<file path="src/rtl/text_pkg.sv">
// Shared types and helpers for the text-box draw stage.
package text_pkg;
    localparam int RGB_W = 12;
    localparam int VGA_W = 11;

    typedef logic [RGB_W-1:0] rgb_t;

    localparam rgb_t TEXT_RGB_DEF = 12'hFFF;

    function automatic int box_extent(input int size, input int char_w);
        return size * char_w;
    endfunction
endpackage

</file>
<file path="src/rtl/delay.sv">
// Generic N-stage register delay with synchronous reset; CLK_DEL=0 is a wire.
module delay #(
    parameter int WIDTH   = 8,
    parameter int CLK_DEL = 1
) (
    input  logic             clk,
    input  logic             rst,
    input  logic [WIDTH-1:0] din,
    output logic [WIDTH-1:0] dout
);
    generate
        if (CLK_DEL == 0) begin : g_wire
            assign dout = din;
        end else begin : g_pipe
            logic [CLK_DEL-1:0][WIDTH-1:0] pipe;

            always_ff @(posedge clk) begin
                if (rst) begin
                    pipe <= '0;
                end else begin
                    pipe[0] <= din;
                    for (int i = 1; i < CLK_DEL; i++) pipe[i] <= pipe[i-1];
                end
            end

            assign dout = pipe[CLK_DEL-1];
        end
    endgenerate
endmodule

</file>
<file path="src/rtl/text_box_ctl.sv">
// Text-box sequencer: computes text/font ROM addresses from VGA timing, realigns
// the pixel stream to the ROM latency and overlays glyph bits with optional blink.
module text_box_ctl
    import text_pkg::*;
#(
    parameter int   BOX_X        = 64,
    parameter int   BOX_Y        = 32,
    parameter int   SIZE_X       = 16,
    parameter int   SIZE_Y       = 4,
    parameter int   CHAR_W       = 8,
    parameter int   CHAR_H       = 16,
    parameter int   ROM_LAT      = 2,
    parameter rgb_t TEXT_RGB     = TEXT_RGB_DEF,
    parameter int   BLINK_FRAMES = 30
) (
    input  logic                      clk,
    input  logic                      rst,
    input  logic [VGA_W-1:0]          hcount_in,
    input  logic [VGA_W-1:0]          vcount_in,
    input  logic                      hsync_in,
    input  logic                      vsync_in,
    input  logic                      hblnk_in,
    input  logic                      vblnk_in,
    input  logic [RGB_W-1:0]          rgb_in,
    input  logic                      en,
    input  logic                      blink_en,
    input  logic [7:0]                char_pixels,
    output logic [$clog2(SIZE_X)-1:0] char_x,
    output logic [$clog2(SIZE_Y)-1:0] char_y,
    output logic [$clog2(CHAR_H)-1:0] char_line,
    output logic [VGA_W-1:0]          hcount_out,
    output logic [VGA_W-1:0]          vcount_out,
    output logic                      hsync_out,
    output logic                      vsync_out,
    output logic                      hblnk_out,
    output logic                      vblnk_out,
    output logic [RGB_W-1:0]          rgb_out
);
    localparam int CXW  = $clog2(SIZE_X);
    localparam int CYW  = $clog2(SIZE_Y);
    localparam int CLW  = $clog2(CHAR_H);
    localparam int CWB  = $clog2(CHAR_W);
    localparam int CHB  = $clog2(CHAR_H);
    localparam int EXT_X = box_extent(SIZE_X, CHAR_W);
    localparam int EXT_Y = box_extent(SIZE_Y, CHAR_H);
    localparam int BCW  = $clog2(BLINK_FRAMES) + 1;
    localparam int DW   = 1 + CWB + 4 + 2 * VGA_W + RGB_W;

    logic [VGA_W-1:0] dx, dy;
    logic             in_box_n;
    logic [CWB-1:0]   bit_idx_n;

    // dx/dy may wrap outside the box; addresses are only taken from them when in_box.
    assign dx        = hcount_in - VGA_W'(BOX_X);
    assign dy        = vcount_in - VGA_W'(BOX_Y);
    assign in_box_n  = (int'(hcount_in) >= BOX_X) && (int'(hcount_in) < BOX_X + EXT_X) &&
                       (int'(vcount_in) >= BOX_Y) && (int'(vcount_in) < BOX_Y + EXT_Y);
    assign bit_idx_n = CWB'(CHAR_W - 1) - dx[CWB-1:0];

    always_ff @(posedge clk) begin
        if (rst || !in_box_n) begin
            char_x    <= '0;
            char_y    <= '0;
            char_line <= '0;
        end else begin
            char_x    <= CXW'(dx >> CWB);
            char_y    <= CYW'(dy >> CHB);
            char_line <= dy[CLW-1:0];
        end
    end

    // Stage A plus ROM_LAT cycles of ROM latency, so the bundle meets char_pixels.
    logic [DW-1:0]      bus_in, bus_d;
    logic               in_box_d;
    logic [CWB-1:0]     bit_idx_d;
    logic               hsync_d, vsync_d, hblnk_d, vblnk_d;
    logic [VGA_W-1:0]   hcount_d, vcount_d;
    logic [RGB_W-1:0]   rgb_d;

    assign bus_in = {in_box_n, bit_idx_n, hsync_in, vsync_in, hblnk_in, vblnk_in,
                     hcount_in, vcount_in, rgb_in};
    assign {in_box_d, bit_idx_d, hsync_d, vsync_d, hblnk_d, vblnk_d,
            hcount_d, vcount_d, rgb_d} = bus_d;

    delay #(.WIDTH(DW), .CLK_DEL(ROM_LAT + 1)) u_delay (
        .clk  (clk),
        .rst  (rst),
        .din  (bus_in),
        .dout (bus_d)
    );

    logic           vblnk_prev;
    logic [BCW-1:0] blink_cnt;
    logic           visible;

    always_ff @(posedge clk) begin
        if (rst) begin
            vblnk_prev <= 1'b0;
            blink_cnt  <= '0;
            visible    <= 1'b1;
        end else begin
            vblnk_prev <= vblnk_in;
            if (!blink_en) begin
                blink_cnt <= '0;
                visible   <= 1'b1;
            end else if (vblnk_in && !vblnk_prev) begin
                if (blink_cnt == BCW'(BLINK_FRAMES - 1)) begin
                    blink_cnt <= '0;
                    visible   <= !visible;
                end else begin
                    blink_cnt <= blink_cnt + 1'b1;
                end
            end
        end
    end

    always_ff @(posedge clk) begin
        if (rst) begin
            hcount_out <= '0;
            vcount_out <= '0;
            hsync_out  <= 1'b0;
            vsync_out  <= 1'b0;
            hblnk_out  <= 1'b0;
            vblnk_out  <= 1'b0;
            rgb_out    <= '0;
        end else begin
            hcount_out <= hcount_d;
            vcount_out <= vcount_d;
            hsync_out  <= hsync_d;
            vsync_out  <= vsync_d;
            hblnk_out  <= hblnk_d;
            vblnk_out  <= vblnk_d;
            rgb_out    <= (en && visible && in_box_d && char_pixels[bit_idx_d]) ? TEXT_RGB : rgb_d;
        end
    end
endmodule

</file>
<file path="config.mk">
export PLATFORM = sky130hd
export DESIGN_NAME = text_box_ctl
export DESIGN_NICKNAME = d
export VERILOG_FILES = /design/src/rtl/text_pkg.sv /design/src/rtl/delay.sv /design/src/rtl/text_box_ctl.sv
export SDC_FILE = /design/constraint.sdc
export NUM_CORES = 1
export LEC_CHECK = 0
export ABC_AREA = 1
export BUFFER_PORTS_ARGS = -buffer_cell sky130_fd_sc_hd__buf_2
export CAP_MARGIN = 40
export CORE_MARGIN = 2
export CORE_UTILIZATION = 54
export CTS_BUF_LIST = sky130_fd_sc_hd__clkbuf_16
export CTS_CLUSTER_SIZE = 12
export DETAILED_ROUTE_END_ITERATION = 7
export PLACE_DENSITY = 0.78
export SYNTH_ARGS = -nofsm -noshare
export SYNTH_HDL_FRONTEND = slang
export SYNTH_SLANG_ARGS = --single-unit
</file>
<file path="constraint.sdc">
create_clock -name clk -period 1.19 [get_ports clk]
set_input_delay 0.119 -clock clk [delete_from_list [all_inputs] [get_ports clk]]
set_output_delay 0.119 -clock clk [all_outputs]
set_load 0.02 [all_outputs]
</file>
==> results.txt <==
----------------------------------------------------
[Route]
  Wirelength per Cell ... 10.9 um
  Routed via count divided by cell count ... 4.10
  Vias ... 3,651
  Number of violations reported at the end of detailed-routing iteration 0 ... 155
  Number of routed nets with antenna violations ... 0
  WL final ... 9720 um
  Number of search-and-repair iterations in the first detailed-routing pass ... 4
  Count of unresolved DRC violations after routing ... 0

[Power]
  Maximum resistive drop on vdd ... 1210 uV
  Leakage ... 3.43 nW
  Power Density ... 1740 mW/mm^2

[Worst hold path]
  Worst-case hold path end point ... blink_cnt[5]
  Min-delay worst type ... primary input to register
  Count of cells along the worst hold path ... 5
  Min-delay src ... blink_en

[STA]
  Hold Worst Slack ... 61.6 ps
  Final cycle utilization of the critical path ... 0.978
  Number of max-slew violations in the final report ... 0
  Worst Skew ... 6.46 ps
  Post-route setup slack ... 26.4 ps
  Final hold violations ... 0
  Crit path time final ... 1160 ps
  RSZ-0062 raised after global routing ... yes
  Fmax ... 859 MHz
  Number of setup violations in the final report ... 0
  Worst Tran Pin Value ... 592 ps
  Worst slew margin relative to its limit ... 0.605

[Clocking]
  TritonCTS clock tree ... built
  Worst-case clock buffer depth ... 2
  Clk_lat worst skew ... 410 ps
  Level count of the clock H-tree ... 4
  Post-CTS clock slew at the launch and capture registers of the worst setup and hold paths ... 70 ps
  TritonCTS buffer count ... 17
  Clock sink count ... 181
  Clock root buffer ... sky130_fd_sc_hd__clkbuf_16

[Setup path]
  Startpoint Class ... register
  Critical path buffers and inverters ... 3
  Endpoint of the worst-slack reg-to-reg timing path ... blink_cnt[3]
  Data required, critical path ... 1500 ps
  Element type at the critical path end ... register
  Worst setup path class ... register to register
  Cell mode on critical path ... sky130_fd_sc_hd__buf_4
  Ordered cell list for the critical path ... inv_2 > buf_4 > nor3_4 > buf_4 > xnor2_1 > nor2_1
  R2R Path Start ... blink_cnt[1]
  Critical Path Fanout Max ... 3
  Worst reg2reg setup slack ... 30 ps
  Critical path arrival ... 1470 ps
  CP max stage cell ... sky130_fd_sc_hd__dfxtp_2
  Cell family contributing the most delay on the critical path ... flip-flops
  Length in cells of the worst reg-to-reg path ... 6
  Max stage delay on crit path ... 360 ps

[Floorplan]
  Row count ... 36
  Effective utilization at floorplan ... 0.554
  Std-Cell Core Area ... 0.00968 mm^2
  Width of the chip ... 104 um
  Die boundary height ... 104 um
  Overall die area ... 0.0107 mm^2
  Number of I/O pins ... 98

[Finish]
  # fillers ... 663
  Number of antenna diodes ... 0
  Post-layout instance count excluding filler cells ... 890
  Top library cells by usage in the layout, fill and taps aside ... sky130_fd_sc_hd__dfxtp_1, sky130_fd_sc_hd__nor2_1, sky130_fd_sc_hd__inv_1, sky130_fd_sc_hd__buf_2, sky130_fd_sc_hd__dlygate4sd3_1
  Fraction of final layout cells with drive strength greater than 1 ... 0.234
  Most common cell after layout, fill and taps aside ... sky130_fd_sc_hd__dfxtp_1
  Area Overhead vs Synth ... 32.7%
  Final nets ... 796

[Placement]
  Buffers on Ports ... 97
  Detailed-placement wirelength estimate ... 5480 um
  Routability Congestion ... 0.835
  Placed Cells incl. Taps ... 815
  Worst setup slack before clock tree synthesis ... -51.5 ps

[Global route]
  Antenna violations before repair ... 0
  Via count of the first global-routing pass ... 3,618
  Remaining Overflow, GRT ... 0
  Wire length of the first global-routing pass ... 15,900 um
  Largest net degree at the start of global routing ... 139
  GRT Resource Usage Total ... 0.185

[Logic synthesis]
  Total of flip-flops plus latches after synthesis ... 181
  Number of distinct library cells after synthesis ... 21
  Post-synthesis share of cell area spent on xor and xnor gates ... 0.00817
  Multiplexer share of the synthesized area ... 0
  Share of the yosys chip area belonging to registers ... 0.676
  Synthesis warning total ... 0
  Avg Inst Size Synth ... 8.91 um^2
  Synth Area in Compound Gates ... 0.0215
  Post-synthesis share of cell area spent on and, or, nand and nor gates ... 0.152
  Post-Synth Adder-Cell Area ... 0.00467
  Cells after Synth ... 602
  Area of the mapped netlist ... 0.00536 mm^2
  Combinational family with the most area after synthesis ... simple AND/OR/NAND/NOR gates
  Synthesized Nets ... 654

[Status]
  Result of the run ... completed

[Run]
  Number of maximum-capacitance violations ... 0

----------------------------------------------------
cell families (layout without fill, tap and decap cells):
family,count (synthesis),in the layout
adders and majority gates,2,2
buffers and inverters,191,346
DFF,181,181
xor gates and xnor gates,5,5
and+or+nand+nor,209,209
AOI/OAI and AO/OA,14,14
worst max-delay path by stage:
stage	to	from	cells after the start	slack, ps
floorplan	blink_cnt[3]	blink_cnt[0]	6	100
global placement	rgb_out[11]	u_delay.dout[38]	8	70
detailed placement	blink_cnt[3]	blink_cnt[1]	7	-50
CTS	blink_cnt[2]	blink_cnt[1]	7	5
global route	blink_cnt[5]	blink_cnt[1]	8	-40
finish	blink_cnt[3]	blink_cnt[1]	6	30
Yosys cell counts:
cell type | n | area share
sky130_fd_sc_hd__a21oi_4 | 1 | 0.0030
sky130_fd_sc_hd__nand3b_1 | 1 | 0.0014
sky130_fd_sc_hd__a21oi_1 | 3 | 0.0028
sky130_fd_sc_hd__nor2_1 | 171 | 0.12
sky130_fd_sc_hd__and3_1 | 1 | 0.0012
sky130_fd_sc_hd__buf_2 | 11 | 0.010
sky130_fd_sc_hd__inv_1 | 170 | 0.12
sky130_fd_sc_hd__nand2_1 | 23 | 0.016
sky130_fd_sc_hd__buf_6 | 1 | 0.0021
sky130_fd_sc_hd__o21ai_0 | 1 | 0.00093
sky130_fd_sc_hd__nand3_1 | 8 | 0.0075
sky130_fd_sc_hd__nand2_2 | 1 | 0.0012
sky130_fd_sc_hd__xor2_1 | 3 | 0.0049
sky130_fd_sc_hd__nand4_1 | 3 | 0.0035
sky130_fd_sc_hd__dfxtp_1 | 181 | 0.68
sky130_fd_sc_hd__xnor2_1 | 2 | 0.0033
sky130_fd_sc_hd__a21oi_2 | 9 | 0.015
sky130_fd_sc_hd__clkbuf_1 | 8 | 0.0056
sky130_fd_sc_hd__ha_1 | 2 | 0.0047
sky130_fd_sc_hd__inv_2 | 1 | 0.00070
sky130_fd_sc_hd__nor3_2 | 1 | 0.0019
registers in the layout, summed over array words and instances, names as in the netlist:
register,cells
vsync_out,1
hcount_out,11
u_delay.dout,42
visible,1
hblnk_out,1
char_line,4
vblnk_out,1
u_delay.g_pipe.pipe,84
hsync_out,1
blink_cnt,6
char_x,4
rgb_out,12
vcount_out,11
char_y,2
worst min-delay path: stages:
cell	delay (ps)
sky130_fd_sc_hd__buf_2	100
sky130_fd_sc_hd__nand2_1	80
sky130_fd_sc_hd__nor2_1	50
sky130_fd_sc_hd__nand2_1	50
sky130_fd_sc_hd__nor2_1	30
where the power goes:
group,internal (mW),switching (mW)
combinational,0.264,0.323
clock,3.15,2.34
sequential,6.24,0.0555
total,9.66,2.72
metrics by stage:
| stage | power (mW) | utilization | setup TNS [ps] | instance area, um^2 |
|---|---|---|---|---|
| 2_1_floorplan | 6.72 | - | 0 | 5360 |
| 3_3_place_gp | 6.87 | 0.616 | 0 | 5970 |
| 3_5_place_dp | 6.89 | 0.616 | -223 | 5970 |
| 4_1_cts | 12.4 | 0.719 | 0 | 6960 |
| 5_1_grt | 12.8 | 0.735 | -154 | 7120 |
| 6_report | 12.4 | 0.735 | 0 | 7120 |
metal layers:
metal / vias to the layer above / GRT usage / wire length, um
met3: 23 / 0.0503 / 440
met4: 0 / 0.0782 / 259
met5: - / 0 / 0
met1: 1580 / 0.213 / 4310
li1: 1953 / - / -
met2: 95 / 0.325 / 4710
layout make-up:
cell class / instances / area, um^2 / share of cell area
timing repair buffer: 143 / 971 / 0.136
multi-input combinational: 230 / 1100 / 0.155
sequential: 181 / 3640 / 0.511
clock inverter: 15 / 170 / 0.0239
inverter: 171 / 644 / 0.0905
clock buffer: 17 / 425 / 0.0598
tap: 133 / 166 / 0.0234
what timing repair did:
item | 4_1_cts | 5_1_grt
gates cloned | 0 | 1
setup endpoints to repair | 8 | 30
hold buffers | 38 | 0
setup buffers | 1 | 3
resized for setup | 4 | 34
hold endpoints to repair | 51 | 0
pin swaps | 1 | 11
Note: power is estimated with default switching activity, not from simulation.
